==> src/rtl/tape_driver_if.sv <==
// tape_driver_if: command, tape and status signals between tape_driver and its host/tape.
interface tape_driver_if #(parameter int HEAD_W = 3) ();
  localparam int N = 2 ** HEAD_W;
  logic              start;
  logic [1:0]        op;
  logic [1:0]        rd_data;
  logic              mode;
  logic [HEAD_W-1:0] head;
  logic              tape_clr;
  logic [1:0]        wr_data;
  logic              busy;
  logic              done;
  logic [N-1:0]      result;
  logic              overflow;
  modport master (
    input  start, op, rd_data,
    output mode, head, tape_clr, wr_data, busy, done, result, overflow
  );
  modport slave (
    output start, op, rd_data,
    input  mode, head, tape_clr, wr_data, busy, done, result, overflow
  );
endinterface

==> src/rtl/tape_driver.sv <==
// tape_driver: sequences CLEAR / INCR / DUMP / NOP commands over an N-cell 2-bit symbol tape.
module tape_driver #(parameter int HEAD_W = 3) (
  input logic           clk,
  input logic           reset,
  tape_driver_if.master tp
);
  localparam int N = 2 ** HEAD_W;
  localparam logic [1:0] OP_CLR = 2'b00, OP_INCR = 2'b01, OP_DUMP = 2'b10, OP_NOP = 2'b11;
  typedef enum logic [2:0] {IDLE, CLR, RD_REQ, RD_WAIT, WR, DONE} state_t;
  state_t            state_q, state_d;
  logic [1:0]        op_q, op_d;
  logic [HEAD_W-1:0] head_q, head_d;
  logic [1:0]        sym_q, sym_d;
  logic [N-1:0]      result_q, result_d;
  logic              ovf_q, ovf_d;
  logic              last;
  assign last = head_q == HEAD_W'(N - 1);
  always_ff @(posedge clk) begin
    if (!reset) begin
      state_q  <= IDLE;
      op_q     <= OP_NOP;
      head_q   <= '0;
      sym_q    <= 2'b00;
      result_q <= '0;
      ovf_q    <= 1'b0;
    end else begin
      state_q  <= state_d;
      op_q     <= op_d;
      head_q   <= head_d;
      sym_q    <= sym_d;
      result_q <= result_d;
      ovf_q    <= ovf_d;
    end
  end
  always_comb begin
    state_d  = state_q;
    op_d     = op_q;
    head_d   = head_q;
    sym_d    = sym_q;
    result_d = result_q;
    ovf_d    = ovf_q;
    case (state_q)
      IDLE: if (tp.start) begin
        op_d    = tp.op;
        head_d  = '0;
        ovf_d   = tp.op[1] ? ovf_q : 1'b0;
        state_d = tp.op == OP_CLR ? CLR : tp.op == OP_NOP ? DONE : RD_REQ;
      end
      CLR: begin
        head_d  = last ? head_q : head_q + 1'b1;
        state_d = last ? DONE : CLR;
      end
      RD_REQ: state_d = RD_WAIT;
      RD_WAIT: begin
        sym_d = tp.rd_data;
        if (op_q == OP_DUMP) begin
          result_d[head_q] = tp.rd_data[0];
          head_d           = last ? head_q : head_q + 1'b1;
          state_d          = last ? DONE : RD_REQ;
        end else begin
          state_d = WR;
        end
      end
      WR: begin
        // a one becomes zero and carries into the next cell; anything else absorbs the carry
        ovf_d   = sym_q == 2'b01 && last ? 1'b1 : ovf_q;
        head_d  = sym_q == 2'b01 && !last ? head_q + 1'b1 : head_q;
        state_d = sym_q == 2'b01 && !last ? RD_REQ : DONE;
      end
      DONE: begin
        head_d  = '0;
        state_d = IDLE;
      end
      default: state_d = IDLE;
    endcase
  end
  // write strobes are gated by reset so an aborting edge never commits a tape write
  assign tp.mode     = reset && (state_q == CLR || state_q == WR);
  assign tp.tape_clr = reset && state_q == CLR;
  assign tp.wr_data  = state_q == WR && sym_q != 2'b01 ? 2'b01 : 2'b00;
  assign tp.head     = head_q;
  assign tp.busy     = state_q != IDLE;
  assign tp.done     = state_q == DONE;
  assign tp.result   = result_q;
  assign tp.overflow = ovf_q;
endmodule
==> src/flat_wrapper.sv <==
// flat-port wrapper written by rule: the top's interface ports become plain ports
module tape_driver_flat 
#(parameter int HEAD_W = 3)
  (clk, reset, tp_start, tp_op, tp_rd_data, tp_mode, tp_head, tp_tape_clr, tp_wr_data, tp_busy, tp_done, tp_result, tp_overflow);
  tape_driver_if #(.HEAD_W(HEAD_W)) tp_i ();
  input logic clk;
  input logic reset;
  input wire logic [$bits(tp_i.start)-1:0] tp_start;
  input wire logic [$bits(tp_i.op)-1:0] tp_op;
  input wire logic [$bits(tp_i.rd_data)-1:0] tp_rd_data;
  output wire logic [$bits(tp_i.mode)-1:0] tp_mode;
  output wire logic [$bits(tp_i.head)-1:0] tp_head;
  output wire logic [$bits(tp_i.tape_clr)-1:0] tp_tape_clr;
  output wire logic [$bits(tp_i.wr_data)-1:0] tp_wr_data;
  output wire logic [$bits(tp_i.busy)-1:0] tp_busy;
  output wire logic [$bits(tp_i.done)-1:0] tp_done;
  output wire logic [$bits(tp_i.result)-1:0] tp_result;
  output wire logic [$bits(tp_i.overflow)-1:0] tp_overflow;
  assign tp_i.start = tp_start;
  assign tp_i.op = tp_op;
  assign tp_i.rd_data = tp_rd_data;
  assign tp_mode = tp_i.mode;
  assign tp_head = tp_i.head;
  assign tp_tape_clr = tp_i.tape_clr;
  assign tp_wr_data = tp_i.wr_data;
  assign tp_busy = tp_i.busy;
  assign tp_done = tp_i.done;
  assign tp_result = tp_i.result;
  assign tp_overflow = tp_i.overflow;
  tape_driver #(.HEAD_W(HEAD_W)) u_core (.clk(clk), .reset(reset), .tp(tp_i));
endmodule
==> config.mk <==
export PLATFORM = sky130hd
export DESIGN_NAME = tape_driver_flat
export DESIGN_NICKNAME = d
export VERILOG_FILES = /design/src/rtl/tape_driver_if.sv /design/src/rtl/tape_driver.sv /design/src/flat_wrapper.sv
export SDC_FILE = /design/constraint.sdc
export NUM_CORES = 1
export LEC_CHECK = 0
export ABC_AREA = 1
export ABC_CLOCK_PERIOD_IN_PS = 3200
export CAP_MARGIN = 20
export CORE_MARGIN = 10
export CORE_UTILIZATION = 45
export DETAILED_ROUTE_END_ITERATION = 8
export HOLD_SLACK_MARGIN = 0.06
export PLACE_DENSITY = 0.81
export RECOVER_POWER = 50
export SYNTH_ARGS = -nofsm -noshare
export SYNTH_HDL_FRONTEND = slang
export SYNTH_SLANG_ARGS = --single-unit
==> constraint.sdc <==
create_clock -name clk -period 3.2 [get_ports clk]
set_input_delay 0.64 -clock clk [delete_from_list [all_inputs] [get_ports clk]]
set_output_delay 0.64 -clock clk [all_outputs]
set_load 0.005 [all_outputs]
Word-level counts from Yosys, hierarchy flattened
Index checks and enable logic that the tools add are counted.

Add/subtract/negate cells: 1. $lt $le $gt $ge: 2. Equal/unequal tests: 15. Muxes and demuxes: 21. Reductions and logical operators: 17.

Operator list (number): two-way mux 3 bit (11); one-hot mux 3 bit (5 select lines) (2); equality test 3 bit, second input constant (3); bitwise mux 8 bit (1); != test 2 x 1 -> 1 bit, second input constant (4); AND reduction 4 bit (2); equality test 3 x 2 -> 1 bit, second input constant (2); logical AND 1 bit (6); two-way mux 1 bit (5); nonzero test 5 bit (1); equality test 2 bit, second input constant (2); less-than comparator 3 x 4 -> 1 bit, second input constant (1); != test 2 bit, second input constant (2); AND reduction 2 bit (2); adder 3 x 1 -> 3 bit, second input constant (1); demux 1 bit (select 3 bit) (1); equality test 3 x 1 -> 1 bit, second input constant (1); greater-or-equal comparator 3 x 1 -> 1 bit, second input constant (1); logical NOT 3 bit (1); nonzero test 3 bit (1); equality test 2 x 1 -> 1 bit, second input constant (1); logical NOT 2 bit (1); one-hot mux 1 bit (2 select lines) (1); nonzero test 2 bit (1); other kinds (2) (2).

Register bits: 19. Input bits: 7.

Depth between registers and ports, before layout
Word-level depth: 5. Mapped depth: 9.

Worst setup path after synthesis
No wires, ideal clock.

Path type: input-to-output. Start point: input port reset. End point: output port tp_mode. Arrival: 831 ps. Data required time: 2560 ps. Path slack: 1729 ps. Stages on the path: 2. Cell sequence: inv_1 -> a21oi_1.

Word-level cells in the longest chain between the ends: 1.

Ends and longest elaborated chain: start, declared (RTL line flat_wrapper.sv:7) `input logic reset;`; logical AND 1 bit (RTL line tape_driver.sv:78) `assign tp.mode = reset && (state_q == CLR || state_q == WR);`; end, declared (RTL line flat_wrapper.sv:11) `output wire logic [$bits(tp_i.mode)-1:0] tp_mode;`.

Every way passes these cells.

Worst setup path in the final report
Same ends and word-level chain as after synthesis.

==> out/qor.yml <==
status: "complete, no violations"
synth_area_mm2: 0.00108
place_area_mm2: 0.00134
fp.dieH_um: 69.1
io_pins: 25
nNetsFinal: 200
clock_skew_ns: 0.00683
core_area_mm2: 0.00225
die_area_mm2: 0.00477
peakVddDrop_mv: 0.315
crit_path_start_kind: "input pin"
die_width_um: 69.1
yosysWarnings: 0
synthesis.nets: 174
tightest_slew_ns: 0.591
post_synth.cell_area_avg_um2: 6.66
rsz0062_at_grt: "no"
power_uw: 683
antenna_cells: 0
cp.arrival_ns: 1.97
cts_buffer_depth: 2
grt_use_total_pct: 12.2
grt_pass1_wl_um: 5040
initial_core_util_pct: 48.1
power_density_mw_per_mm2: 506
cts_resized: 0
holdCritPathClass: "reg -> reg"
crit_chain: "dlygate4sd3_1 > inv_1 > a21oi_1 > clkdlybuf4s50_1"
dp_hpwl_um: 2210
finish.instance_area_mm2: 0.00135
worstPathMaxFanout: 5
crit_type: "in -> out"
end_kind: "primary output"
worst_hold_slack_ns: 0.488
fmax_mhz: 383
cts_tree: "done"
drc: 0
first_pass_iters: 4
cts_root_buffer: "clkbuf_4"
setup_violations: 0
preCtsSetupSlack_ns: 0.646
slew_headroom_pct: 60.6
syn_to_final_growth_pct: 24.5
htreeDepth: 1
viasPerCell: 5.17
min_period_ns: 2.61
worstSkewPairLatency_ns: 0.30
layout-drive-gt1-share_pct: 7.98
synth_cells: 163
postCtsSetupBuffers: 0
rows: 17
cap_violations: 0
ant_nets: 0
layout_common_cells: "34 x nand2_1, 24 x nor2_1, 20 x inv_1, 20 x clkdlybuf4s50_1, 19 x dfxtp_1"
layout_commonest_cell: "nand2_1"
period_share_pct: 81.6
synth_seq_area_share_pct: 35.1
fillers: 228
cts_buffers: 3
drv_slew: 0
ys_ff_latch: 19
wl_per_cell_um: 13.1
drt_wl_total_um: 2820
max_stage_delay_ns: 0.54
cts.sinks: 19
num_vias: 1116
yosys.cell_types.count: 26
drt_iter0_drc: 48
tns_ns: 0
finalHoldViolCount: 0
setup_ws_ns: 0.589
antenna_found_initial: 0
p_leak_nw: 0.598
grt_max_degree: 15
hold_buffers: 0
slowest_stage: "dlygate4sd3_1"
grt_pass1_vias: 1123
cts.clk_slew.worst_paths_ns: 0.11
routabilityCongestion: 0.902
worst_ep_required_time_ns: 2.56
grt_overflow: 0
port_buffers: 23
[cells in the mapped netlist, drive strengths merged]
library cell	n	area, um^2
a21oi	13	65.1
buf	3	16.3
conb	1	3.75
dfxtp	19	380
ha	4	50.1
inv	23	86.3
nand2	36	148
nand3	14	70.1
nand3b	1	7.51
nand4	3	18.8
nor2	30	149
nor3	1	5.00
o21a	1	7.51
o21ai	11	55.1
o21bai	1	7.51
o221ai	1	8.76
o22ai	1	6.26
[per-stage QoR]
stage | utilization [%] | instances
floorplan | - | 163
global placement | 59.5 | 212
detailed placement | 59.5 | 212
CTS | 60.7 | 216
global route | 59.9 | 216
finish | 59.9 | 216
[sequential cells by signal, indices dropped and copies added, names as in the netlist]
register	count
u_core.tp.result	8
u_core.state_q	3
u_core.tp.head	3
u_core.op_q	2
u_core.sym_q	2
u_core.tp.overflow	1
[worst max-delay path, delay by kind of cell]
family / cells / cell delay, ns
buf+inv: 3 / 1.17
compound gates: 1 / 0.16
[layer usage]
| metal | up-vias | global-route usage (%) | wire (um) |
|---|---|---|---|
| met4 | 0 | 5.54 | 36 |
| met1 | 501 | 12.2 | 1140 |
| li1 | 577 | - | - |
| met3 | 6 | 4.85 | 218 |
| met2 | 32 | 21.4 | 1420 |
| met5 | - | 0 | 0 |
[cell families (layout without fill, tap and decap cells)]
| kind of cell | Yosys count | count (layout) | share of synthesized area, % |
|---|---|---|---|
| compound gates | 28 | 28 | 13.8 |
| fa+ha+maj | 4 | 4 | 4.61 |
| other cells | 1 | 1 | 0.346 |
| buf+inv | 26 | 51 | 9.46 |
| simple gates | 85 | 85 | 36.7 |
| flops | 19 | 19 | 35.1 |
[final timing paths]
check / from / endpoint / slack, ns / depth (start not counted)
worst max-delay path: reset / tp_mode / 0.59 / 4
worst min-delay path: u_core.tp.overflow$_SDFFE_PN0P_ / u_core.tp.overflow$_SDFFE_PN0P_ / 0.49 / 2
worst max register to register: u_core.tp.head[0]$_SDFFE_PN0P_ / u_core.tp.head[2]$_SDFFE_PN0P_ / 1.44 / 7
worst min register to register: u_core.tp.overflow$_SDFFE_PN0P_ / u_core.tp.overflow$_SDFFE_PN0P_ / 0.49 / 2
[report_power, final]
part | leakage (nW) | total (mW) | internal, mW | switching (mW)
combinational | 0.426 | 0.255 | 0.105 | 0.151
clock | 0.0177 | 0.121 | 0.0466 | 0.0746
sequential | 0.155 | 0.307 | 0.262 | 0.0446
[area by class of cell]
class | count | area [um^2] | share of cell area, %
flip-flops and latches | 19 | 380 | 28.2
clock inverters | 1 | 5.00 | 0.371
well taps | 28 | 35.0 | 2.60
multi-input cells | 118 | 587 | 43.5
repair buffers | 24 | 234 | 17.3
inverters | 23 | 86.3 | 6.39
clock buffers | 3 | 22.5 | 1.67
Note: power is estimated with default switching activity, not from simulation.
